**config.mk**
```make
export PLATFORM = sky130hd
export DESIGN_NAME = opb_register_bank_ppc2simulink_flat
export DESIGN_NICKNAME = d
export VERILOG_FILES = /design/src/rtl/opb_reg_bank_pkg.sv /design/src/rtl/opb_register_bank_ppc2simulink_if.sv /design/src/rtl/opb_slave_ack_fsm.sv /design/src/rtl/opb_register_bank_ppc2simulink.sv /design/src/flat_wrapper.sv
export SDC_FILE = /design/constraint.sdc
export NUM_CORES = 1
export LEC_CHECK = 0
export CORE_MARGIN = 2
export CORE_UTILIZATION = 68
export CTS_CLUSTER_SIZE = 12
export DETAILED_ROUTE_END_ITERATION = 10
export DONT_BUFFER_PORTS = 1
export GPL_ROUTABILITY_DRIVEN = 1
export PLACE_DENSITY = 0.9
export SLEW_MARGIN = 20
export SYNTH_ARGS = -nofsm -noshare
export SYNTH_HDL_FRONTEND = slang
export SYNTH_SLANG_ARGS = --single-unit
export TNS_END_PERCENT = 30
```
**constraint.sdc**
```tcl
create_clock -name OPB_Clk -period 4.9 [get_ports OPB_Clk]
set_input_delay 0.245 -clock OPB_Clk [delete_from_list [all_inputs] [get_ports OPB_Clk]]
set_output_delay 0.245 -clock OPB_Clk [all_outputs]
set_load 0.05 [all_outputs]
```
**src/rtl/opb_reg_bank_pkg.sv**
```systemverilog
// rtl/opb_reg_bank_pkg.sv - shared types and OPB bit-mapping helpers for the register bank
package opb_reg_bank_pkg;

  localparam int WORD_W = 32;

  typedef enum logic [1:0] {IDLE, ACK, HOLD} ack_state_t;

  // OPB numbers bits MSB-first: opb[i] carries user bit WORD_W-1-i.
  function automatic logic [WORD_W-1:0] opb_to_user(input logic [0:WORD_W-1] v);
    logic [WORD_W-1:0] r;
    for (int i = 0; i < WORD_W; i++) r[WORD_W-1-i] = v[i];
    return r;
  endfunction

  function automatic logic [0:WORD_W-1] user_to_opb(input logic [WORD_W-1:0] v);
    logic [0:WORD_W-1] r;
    for (int i = 0; i < WORD_W; i++) r[i] = v[WORD_W-1-i];
    return r;
  endfunction

  // be[0] selects the most significant user byte.
  function automatic logic [WORD_W-1:0] be_merge(input logic [WORD_W-1:0] old_val,
                                                 input logic [WORD_W-1:0] new_val,
                                                 input logic [0:3]        be);
    logic [WORD_W-1:0] r;
    r = old_val;
    for (int b = 0; b < 4; b++)
      if (be[b]) r[WORD_W-1-8*b -: 8] = new_val[WORD_W-1-8*b -: 8];
    return r;
  endfunction

endpackage

```
**src/rtl/opb_register_bank_ppc2simulink_if.sv**
```systemverilog
// rtl/opb_register_bank_ppc2simulink_if.sv - OPB slave-side bus signals with master/slave views
interface opb_register_bank_ppc2simulink_if;
  import opb_reg_bank_pkg::*;

  logic [0:WORD_W-1] OPB_ABus;
  logic [0:3]        OPB_BE;
  logic [0:WORD_W-1] OPB_DBus;
  logic              OPB_RNW;
  logic              OPB_select;
  logic              OPB_seqAddr;
  logic [0:WORD_W-1] Sl_DBus;
  logic              Sl_errAck;
  logic              Sl_retry;
  logic              Sl_toutSup;
  logic              Sl_xferAck;

  modport master (
    output OPB_ABus, OPB_BE, OPB_DBus, OPB_RNW, OPB_select, OPB_seqAddr,
    input  Sl_DBus, Sl_errAck, Sl_retry, Sl_toutSup, Sl_xferAck
  );

  modport slave (
    input  OPB_ABus, OPB_BE, OPB_DBus, OPB_RNW, OPB_select, OPB_seqAddr,
    output Sl_DBus, Sl_errAck, Sl_retry, Sl_toutSup, Sl_xferAck
  );

endinterface

```
**src/rtl/opb_slave_ack_fsm.sv**
```systemverilog
// rtl/opb_slave_ack_fsm.sv - address hit/index decode and single-ack IDLE/ACK/HOLD sequencing
module opb_slave_ack_fsm
  import opb_reg_bank_pkg::*;
#(
  parameter logic [31:0] C_BASEADDR = 32'h01014200,
  parameter logic [31:0] C_HIGHADDR = 32'h010142FF,
  parameter int          AW         = 32
) (
  input  logic          clk,
  input  logic          rst,
  input  logic [0:31]   abus,
  input  logic          select,
  input  logic          rnw,
  output logic          ack,
  output logic          rd_en,
  output logic          wr_en,
  output logic [AW-1:0] idx
);

  ack_state_t  state, state_nxt;
  logic        hit;
  logic        rnw_q;
  logic [31:0] addr;
  logic [31:0] offset;

  assign addr   = abus;
  assign hit    = select && (addr >= C_BASEADDR) && (addr <= C_HIGHADDR);
  assign offset = addr - C_BASEADDR;

  always_ff @(posedge clk) begin
    if (rst) begin
      state <= IDLE;
      idx   <= '0;
      rnw_q <= 1'b1;
    end else begin
      state <= state_nxt;
      if (state == IDLE && hit) begin
        idx   <= AW'(offset >> 2);
        rnw_q <= rnw;
      end
    end
  end

  // HOLD waits for select to drop so a long-held select is acked only once.
  always_comb begin
    state_nxt = state;
    case (state)
      IDLE:    if (hit) state_nxt = ACK;
      ACK:     state_nxt = HOLD;
      HOLD:    if (!select) state_nxt = IDLE;
      default: state_nxt = IDLE;
    endcase
  end

  assign ack   = (state == ACK) && !rst;
  assign rd_en = ack && rnw_q;
  assign wr_en = ack && !rnw_q;

endmodule

```
**src/rtl/opb_register_bank_ppc2simulink.sv**
```systemverilog
// rtl/opb_register_bank_ppc2simulink.sv - N_REGS PPC read/write registers with fabric outputs; OPB_REG_BANK_COMMIT_EN adds shadow/commit
module opb_register_bank_ppc2simulink
  import opb_reg_bank_pkg::*;
#(
  parameter logic [31:0] C_BASEADDR   = 32'h01014200,
  parameter logic [31:0] C_HIGHADDR   = 32'h010142FF,
  parameter int          C_OPB_AWIDTH = 32,
  parameter int          C_OPB_DWIDTH = 32,
  parameter int          N_REGS       = 4,
  parameter logic [31:0] RESET_VALUE  = 32'h00000000
) (
  input  logic                         OPB_Clk,
  input  logic                         OPB_Rst,
  opb_register_bank_ppc2simulink_if.slave bus,
  output logic [N_REGS*WORD_W-1:0]     user_data_out,
  output logic [N_REGS-1:0]            user_wr_strb,
  input  logic                         commit_in
);

  logic                    ack, rd_en, wr_en;
  logic [C_OPB_AWIDTH-1:0] idx;
  logic [WORD_W-1:0]       wdata;
  logic [C_OPB_DWIDTH-1:0] rd_word;
  logic [N_REGS-1:0]       wr_hit;
  logic [WORD_W-1:0]       bus_regs [N_REGS];
  logic [WORD_W-1:0]       out_regs [N_REGS];
  logic                    unused_inputs;

  opb_slave_ack_fsm #(
    .C_BASEADDR (C_BASEADDR),
    .C_HIGHADDR (C_HIGHADDR),
    .AW         (C_OPB_AWIDTH)
  ) u_ack_fsm (
    .clk    (OPB_Clk),
    .rst    (OPB_Rst),
    .abus   (bus.OPB_ABus),
    .select (bus.OPB_select),
    .rnw    (bus.OPB_RNW),
    .ack    (ack),
    .rd_en  (rd_en),
    .wr_en  (wr_en),
    .idx    (idx)
  );

  assign wdata = opb_to_user(bus.OPB_DBus);

  // In-window indices past the bank match nothing: writes vanish, reads give 0.
  always_comb begin
    wr_hit  = '0;
    rd_word = '0;
    for (int r = 0; r < N_REGS; r++) begin
      if (wr_en && idx == C_OPB_AWIDTH'(r)) wr_hit[r] = 1'b1;
      if (idx == C_OPB_AWIDTH'(r)) rd_word = bus_regs[r];
    end
  end

  assign bus.Sl_DBus    = rd_en ? user_to_opb(rd_word) : '0;
  assign bus.Sl_xferAck = ack;
  assign bus.Sl_errAck  = 1'b0;
  assign bus.Sl_retry   = 1'b0;
  assign bus.Sl_toutSup = 1'b0;

`ifdef OPB_REG_BANK_COMMIT_EN
  logic [N_REGS-1:0] dirty;
  logic              commit;

  assign commit = commit_in || (wr_en && idx == C_OPB_AWIDTH'(N_REGS));

  // Commit samples the shadows before this cycle's write lands.
  always_ff @(posedge OPB_Clk) begin
    if (OPB_Rst) begin
      for (int r = 0; r < N_REGS; r++) begin
        bus_regs[r] <= RESET_VALUE;
        out_regs[r] <= RESET_VALUE;
      end
      dirty        <= '0;
      user_wr_strb <= '0;
    end else begin
      for (int r = 0; r < N_REGS; r++) begin
        if (wr_hit[r]) bus_regs[r] <= be_merge(bus_regs[r], wdata, bus.OPB_BE);
        if (commit) out_regs[r] <= bus_regs[r];
      end
      user_wr_strb <= commit ? dirty : '0;
      dirty        <= commit ? wr_hit : (dirty | wr_hit);
    end
  end

  assign unused_inputs = bus.OPB_seqAddr;
`else
  always_ff @(posedge OPB_Clk) begin
    if (OPB_Rst) begin
      for (int r = 0; r < N_REGS; r++) bus_regs[r] <= RESET_VALUE;
      user_wr_strb <= '0;
    end else begin
      for (int r = 0; r < N_REGS; r++)
        if (wr_hit[r]) bus_regs[r] <= be_merge(bus_regs[r], wdata, bus.OPB_BE);
      user_wr_strb <= wr_hit;
    end
  end

  assign out_regs      = bus_regs;
  assign unused_inputs = ^{bus.OPB_seqAddr, commit_in};
`endif

  for (genvar g = 0; g < N_REGS; g++) begin : g_out
    assign user_data_out[g*WORD_W +: WORD_W] = out_regs[g];
  end

endmodule

```
**src/flat_wrapper.sv**
```systemverilog
// flat-port wrapper written by rule: the top's interface ports become plain ports
module opb_register_bank_ppc2simulink_flat import opb_reg_bank_pkg::*;
#(
  parameter logic [31:0] C_BASEADDR   = 32'h01014200,
  parameter logic [31:0] C_HIGHADDR   = 32'h010142FF,
  parameter int          C_OPB_AWIDTH = 32,
  parameter int          C_OPB_DWIDTH = 32,
  parameter int          N_REGS       = 4,
  parameter logic [31:0] RESET_VALUE  = 32'h00000000
)
  (OPB_Clk, OPB_Rst, user_data_out, user_wr_strb, commit_in, bus_OPB_ABus, bus_OPB_BE, bus_OPB_DBus, bus_OPB_RNW, bus_OPB_select, bus_OPB_seqAddr, bus_Sl_DBus, bus_Sl_errAck, bus_Sl_retry, bus_Sl_toutSup, bus_Sl_xferAck);
  opb_register_bank_ppc2simulink_if bus_i ();
  input  logic OPB_Clk;
  input  logic OPB_Rst;
  output logic [N_REGS*WORD_W-1:0] user_data_out;
  output logic [N_REGS-1:0] user_wr_strb;
  input  logic commit_in;
  input wire logic [$bits(bus_i.OPB_ABus)-1:0] bus_OPB_ABus;
  input wire logic [$bits(bus_i.OPB_BE)-1:0] bus_OPB_BE;
  input wire logic [$bits(bus_i.OPB_DBus)-1:0] bus_OPB_DBus;
  input wire logic [$bits(bus_i.OPB_RNW)-1:0] bus_OPB_RNW;
  input wire logic [$bits(bus_i.OPB_select)-1:0] bus_OPB_select;
  input wire logic [$bits(bus_i.OPB_seqAddr)-1:0] bus_OPB_seqAddr;
  output wire logic [$bits(bus_i.Sl_DBus)-1:0] bus_Sl_DBus;
  output wire logic [$bits(bus_i.Sl_errAck)-1:0] bus_Sl_errAck;
  output wire logic [$bits(bus_i.Sl_retry)-1:0] bus_Sl_retry;
  output wire logic [$bits(bus_i.Sl_toutSup)-1:0] bus_Sl_toutSup;
  output wire logic [$bits(bus_i.Sl_xferAck)-1:0] bus_Sl_xferAck;
  assign bus_i.OPB_ABus = bus_OPB_ABus;
  assign bus_i.OPB_BE = bus_OPB_BE;
  assign bus_i.OPB_DBus = bus_OPB_DBus;
  assign bus_i.OPB_RNW = bus_OPB_RNW;
  assign bus_i.OPB_select = bus_OPB_select;
  assign bus_i.OPB_seqAddr = bus_OPB_seqAddr;
  assign bus_Sl_DBus = bus_i.Sl_DBus;
  assign bus_Sl_errAck = bus_i.Sl_errAck;
  assign bus_Sl_retry = bus_i.Sl_retry;
  assign bus_Sl_toutSup = bus_i.Sl_toutSup;
  assign bus_Sl_xferAck = bus_i.Sl_xferAck;
  opb_register_bank_ppc2simulink #(.C_BASEADDR(C_BASEADDR), .C_HIGHADDR(C_HIGHADDR), .C_OPB_AWIDTH(C_OPB_AWIDTH), .C_OPB_DWIDTH(C_OPB_DWIDTH), .N_REGS(N_REGS), .RESET_VALUE(RESET_VALUE)) u_core (.OPB_Clk(OPB_Clk), .OPB_Rst(OPB_Rst), .bus(bus_i), .user_data_out(user_data_out), .user_wr_strb(user_wr_strb), .commit_in(commit_in));
endmodule
```
## After elaboration in Yosys (flattened, before gate mapping)

Index checks and enable logic that the tools add are counted.

- Muxes and demuxes: 12
- Equality and inequality tests: 7
- Reductions and logical operators: 31
- Order comparisons: 2
- $add $sub $neg: 1

Operators by type and width:

| kind | count |
|---|---|
| $mux W32 | 5 |
| $eq A30 B2 Y1 const B | 2 |
| $reduce_and A2 Y1 | 17 |
| $ge A32 B25 Y1 const B | 1 |
| $le A32 B25 Y1 const B | 1 |
| $logic_not A32 Y1 | 1 |
| $sub A32 B25 Y32 const B | 1 |
| $eq A30 B1 Y1 const B | 1 |
| $logic_and A1 B1 Y1 | 10 |
| $pmux W2 S3 | 1 |
| $mux W1 | 4 |
| $mux W2 | 2 |
| $ne A2 B2 Y1 const B | 2 |
| $eq A2 B1 Y1 const B | 1 |
| $eq A2 B2 Y1 const B | 1 |
| $logic_not A1 Y1 | 2 |
| $logic_not A2 Y1 | 1 |

- Flip-flop bits (word level): 165
- Input port bits: 74
- Logic and storage cells: 73
- Output and inout port bits: 168

## Depth between registers and ports, before layout

- Depth in word-level cells: 6
- Gate-level depth with buffers: 7
- Mapped depth without buffers: 6

## Hierarchy

From an unflattened synthesis, not the netlist that was laid out.

- Cell total of the unflattened synthesis: 704
- Area, all modules: 7,917.6 µm²

By module, submodules not included:

| module | seq. area each (µm²) | area each (µm²) | times used | cells each |
|---|---|---|---|---|
| opb_register_bank_ppc2simulink | 2,642.5 | 6,638.9 | 1 | 577 |
| opb_slave_ack_fsm | 660.6 | 1,278.7 | 1 | 127 |

## Worst setup path before layout

No wires, ideal clock.

- Kind: input to output
- From: input port OPB_Rst
- To: output port bus_Sl_DBus[10]
- Slack: 1.136 ns
- Stages: 7
- Data required time: 4.655 ns
- Arrival time: 3.519 ns
- Path through: clkbuf_1 -> nor3b_1 -> nand2_1 -> or3_1 -> clkbuf_1 -> clkbuf_1 -> nor3_1

- Cells in the longest elaborated chain, start to end: 4

RTL lines:

| item | RTL line | RTL |
|---|---|---|
| start, declared | flat_wrapper.sv:14 | `input logic OPB_Rst;` |
| $logic_not A1 Y1 | opb_slave_ack_fsm.sv:55 | `assign ack = (state == ACK) && !rst;` |
| $logic_and A1 B1 Y1 | opb_slave_ack_fsm.sv:55 |  |
| via bus_Sl_xferAck | flat_wrapper.sv:28 | `output wire logic [$bits(bus_i.Sl_xferAck)-1:0] bus_Sl_xferAck;` |
| $logic_and A1 B1 Y1 | opb_slave_ack_fsm.sv:56 | `assign rd_en = ack && rnw_q;` |
| $mux W32 | opb_register_bank_ppc2simulink.sv:57 | `assign bus.Sl_DBus = rd_en ? user_to_opb(rd_word) : '0;` |
| end, declared | flat_wrapper.sv:24 | `output wire logic [$bits(bus_i.Sl_DBus)-1:0] bus_Sl_DBus;` |

The timed path passes the listed nets, and every way through them passes these cells.

## Worst setup path after layout

- From: register u_core.u_ack_fsm.state[1]
- To: output port bus_Sl_DBus[1]

- Cells in the longest elaborated chain, start to end: 4

RTL lines:

| item | RTL line | RTL |
|---|---|---|
| start, declared | opb_slave_ack_fsm.sv:20 | `ack_state_t state, state_nxt;` |
| start signal, assigned | opb_slave_ack_fsm.sv:36 | `state <= state_nxt;` |
| $eq A2 B1 Y1 | opb_slave_ack_fsm.sv:55 |  |
| $logic_and A1 B1 Y1 | opb_slave_ack_fsm.sv:55 |  |
| via bus_Sl_xferAck | flat_wrapper.sv:28 |  |
| $logic_and A1 B1 Y1 | opb_slave_ack_fsm.sv:56 |  |
| $mux W32 | opb_register_bank_ppc2simulink.sv:57 |  |

The timed path passes the listed nets, and every way through them passes these cells.

==> results.txt <==
The flow ran to the end, and the final reports show no timing, DRC or antenna violations. The pin count of the biggest net entering global routing is 100. After floorplanning, the core was divided into 38 placement rows. The synthesized area per cell is between 9 and 10 µm². The die footprint came out at roughly 12000 µm². From synthesis to final layout, the design area changed by 16.4%.

The largest individual stage delay along the critical path comes from the cell sky130_fd_sc_hd__nor3b_2. The wire length on met2 is ~11 mm. STA classifies the critical path startpoint as a register. The final setup violation count came out at 0. The number of antenna repair diodes is 0. The detailed router used layers up to and including met4. The worst setup path is of the reg2out kind. The routed layout has approximately 7000 vias. At the end of the flow, the number of nets in the layout was roughly 920. 242 I/O pins were placed.

The most used flip-flop cell after synthesis is sky130_fd_sc_hd__dfxtp_1. Of all nets on the critical path, the largest fanout is 17. The number of antenna violations at the first check in global routing came out at 0.

The nature of the critical path endpoint is an output pin. The filler cells instantiated in the layout total around 610. The number of global-route vias before repair came out at approximately 7000. The design draws around 2700 µW.

Of all cell types, the one taking the most synthesized area is sky130_fd_sc_hd__dfxtp_1. The number of warnings printed during yosys synthesis came out at 0. The CTS buffer count is 17. The ratio of total power to cell area is ~300 nW/µm².

The number of setup buffers added after CTS is 0. Of the synthesized area, sequential elements account for 0.442. The worst hold-check path type is in2reg. The quantity of gates resized following cts is 0.

The first global-routing pass estimated approximately 34 mm of wire. The largest stage delay on the critical path came out at 0.80 ns. The number of max-capacitance violations reported came out at 0. Tracing the worst setup path back leads to its startpoint at u_core.u_ack_fsm.state[1]. The endpoint identified for the worst register-to-register timing path is u_core.user_data_out[112]. The die boundary width came out at between 100 and 150 µm.

The per-cell routed wire length came out at roughly 23 µm. The worst setup slack after layout is roughly 1.2 ns. The worst slack at placement is between 1.5 and 2 ns.

Following the worst setup path forward leads to its endpoint at bus_Sl_DBus[1]. After detailed routing, the number of vias per cell comes to 6.88. The standby leakage power is roughly 0.0036 µW.

The post-synthesis cell type count is 46. After routing the design area is around 8700 µm². After detailed routing, the wire length on met1 is just under 8 mm. The vertical die dimension is 109 µm. The starting density of the core is 0.692.

The final HPWL from detailed placement came out at 13.8 mm. The total clock sinks came out at approximately 170. Clock tree synthesis selected as its root buffer the cell sky130_fd_sc_hd__clkbuf_8.

In this run the critical register-to-register path is launched from u_core.u_ack_fsm.idx[0]. The fmax came out at ~0.27 GHz. The area share of the largest cell type after synthesis came out at 0.442. The clock tree synthesis step divided the H-tree into 4 levels. The final number of max-transition violations is 0.

The cell depth of the worst min-delay path came out at 3. TritonCTS built the clock tree. The routability congestion estimate from global placement came out at ~0.9. The number of flops mapped to enable cells by yosys came out at 0. In this run the deepest clock path goes through 2 buffers. After detailed routing, the number of remaining DRC violations is 0. sky130_fd_sc_hd__dfxtp_1 is the most common cell in the netlist. VDD sags by at most about 0.0003 V. The core area is approximately 11000 µm². Summing all placed instances gives a cell area of about 7700 µm². In this run the register-to-register setup slack is 2.14 ns. The combined global-route utilization of all metal layers came out at 0.379. The setup clock skew after layout is between 0.009 and 0.01 ns. The slew of the pin with the lowest slew margin is between 1 and 1.5 ns.

The signal on the critical path passes through nor3b_2 > nand2_1 > or3_1 > buf_4 > nor3_1 > buf_4. During placement, the flow inserted port buffers numbering 0. The fraction of final layout cells with drive strength greater than 1 is 0.142. In the finished design, the share of the clock period the worst path needs comes to 0.760. The worst-skew pair later-pin latency came out at roughly 0.55 ns. Broken down by cell family, the worst path's largest delay share belongs to simple AND/OR/NAND/NOR gates. The number of instances in the synthesized netlist is 806.

The total congestion overflow after global routing is 0. In this run the remaining antenna-violating nets after routing total 0. The critical path contains buffers and inverters numbering 2 combined.

Setup repair after global routing left no endpoint under its margin. The post-synthesis instance area is 7470 µm². The normalized max-slew margin is 0.330. After detailed routing, the met3 layer carries ~2.5 mm of wire. Sorting the synthesized cells by area gives the leading types as sky130_fd_sc_hd__dfxtp_1 (44%), sky130_fd_sc_hd__mux2i_1 (16%), sky130_fd_sc_hd__nand2_1 (7.5%). The detailed-router iteration count before antenna repair came out at 6.

The required time reported for the critical path endpoint came out at between 4 and 5 ns. The total negative setup slack came out at 0 ns. The register clock-pin slew on the reported worst setup and hold paths came out at roughly 0.06 ns. The worst register-to-register path has a depth of 4. The first routing iteration left between 600 and 700 violations.

Counting flops with an async set or reset pin after synthesis yields a share of 0. The final layout contains routed wiring with a total length of approximately 23 mm. The cell count along the critical path came out at 6. The hold violation total from the final report is 0. The minimum period implied by the final worst setup slack is 3.72 ns. The cell type with the highest occurrence count on the critical path is sky130_fd_sc_hd__buf_4. The data arrival time at the worst-slack endpoint is 3.48 ns. Sorting the synthesized cells by how often they occur yields sky130_fd_sc_hd__dfxtp_1 (165), sky130_fd_sc_hd__nand2_1 (150), sky130_fd_sc_hd__mux2i_1 (122), sky130_fd_sc_hd__nor4_1 (52), sky130_fd_sc_hd__clkbuf_1 (43).

Synthesis inferred 165 register bits.
[metal layers]
metal	vias to the layer above	GRT usage
met2	544	0.652
met1	3240	0.393
met5	-	0
met4	0	0.238
li1	2962	-
met3	130	0.132
[registers in the layout, summed over array words and instances, names as in the netlist]
register,flops
u_core.u_ack_fsm.rnw_q,1
u_core.user_wr_strb,4
u_core.u_ack_fsm.idx,30
u_core.user_data_out,128
u_core.u_ack_fsm.state,2
[worst min path at each step]
stage / startpoint / slack [ns] / endpoint
after CTS: bus_OPB_ABus[11] / 0.03 / u_core.u_ack_fsm.idx[9]
after floorplan: bus_OPB_DBus[0] / 0.38 / u_core.user_data_out[0]
after detailed placement: OPB_Rst / 0.31 / u_core.u_ack_fsm.idx[0]
after global routing: bus_OPB_BE[0] / 0.08 / u_core.user_data_out[103]
final: bus_OPB_BE[0] / 0.07 / u_core.user_data_out[103]
after global placement: OPB_Rst / 0.31 / u_core.u_ack_fsm.idx[0]
[worst min-delay path: stages]
cell and delay (ns):
sky130_fd_sc_hd__inv_1 0.08, sky130_fd_sc_hd__nor4_4 0.11, sky130_fd_sc_hd__mux2i_1 0.13
[placed cells by master, fill, tap and decap left out, types with 26 or more instances in the layout]
cell | synthesis | final
sky130_fd_sc_hd__buf_4 | 8 | 40
sky130_fd_sc_hd__dfxtp_1 | 165 | 163
sky130_fd_sc_hd__mux2_2 | 32 | 32
sky130_fd_sc_hd__o22ai_1 | 32 | 32
sky130_fd_sc_hd__dlygate4sd3_1 | 0 | 47
sky130_fd_sc_hd__inv_1 | 26 | 26
sky130_fd_sc_hd__nor4_1 | 52 | 52
sky130_fd_sc_hd__nand2_1 | 150 | 150
sky130_fd_sc_hd__mux2i_1 | 122 | 122
sky130_fd_sc_hd__nor3_1 | 36 | 34
[final cells by class]
| type | instances | area (µm²) | area share |
|---|---|---|---|
| flip-flops and latches | 165 | 3310 | 0.380 |
| clock inverters | 4 | 45.0 | 0.00518 |
| well taps | 140 | 175 | 0.0202 |
| clock buffers | 26 | 498 | 0.0573 |
| inverters | 28 | 108 | 0.0124 |
| multi-input cells | 549 | 3790 | 0.436 |
| repair buffers | 87 | 771 | 0.0887 |
[kinds of logic (layout without fill, tap and decap cells)]
group / after synthesis / count (layout) / share of synthesized area
flops: 165 / 165 / 0.442
other cells: 1 / 3 / 0.000502
compound gates: 80 / 80 / 0.0701
mux: 154 / 154 / 0.212
simple gates: 310 / 310 / 0.219
buf+inv: 94 / 145 / 0.0533
xor+xnor: 1 / 1 / 0.00117
fa+ha+maj: 1 / 1 / 0.00168
[power breakdown]
part / internal [µW] / total [µW] / switching (µW)
sequential: 1340 / 1340 / 0.0000119
combinational: 35.0 / 94.4 / 59.4
clock: 735 / 1250 / 511
total: 2110 / 2680 / 570
[metrics by stage]
| step | instances | hold slack, ns | utilization |
|---|---|---|---|
| 2_1_floorplan | 808 | 0.384 | - |
| 3_3_place_gp | 922 | 0.312 | 0.711 |
| 3_5_place_dp | 922 | 0.311 | 0.711 |
| 4_1_cts | 999 | 0.0271 | 0.805 |
| 5_1_grt | 999 | 0.0831 | 0.805 |
| 6_report | 999 | 0.0727 | 0.805 |
[what timing repair did]
action,CTS,global route
endpoints found under the hold margin,139,0
hold buffers,47,0
endpoints found under the setup margin,0,0
Power figures use the tool's default switching activity.
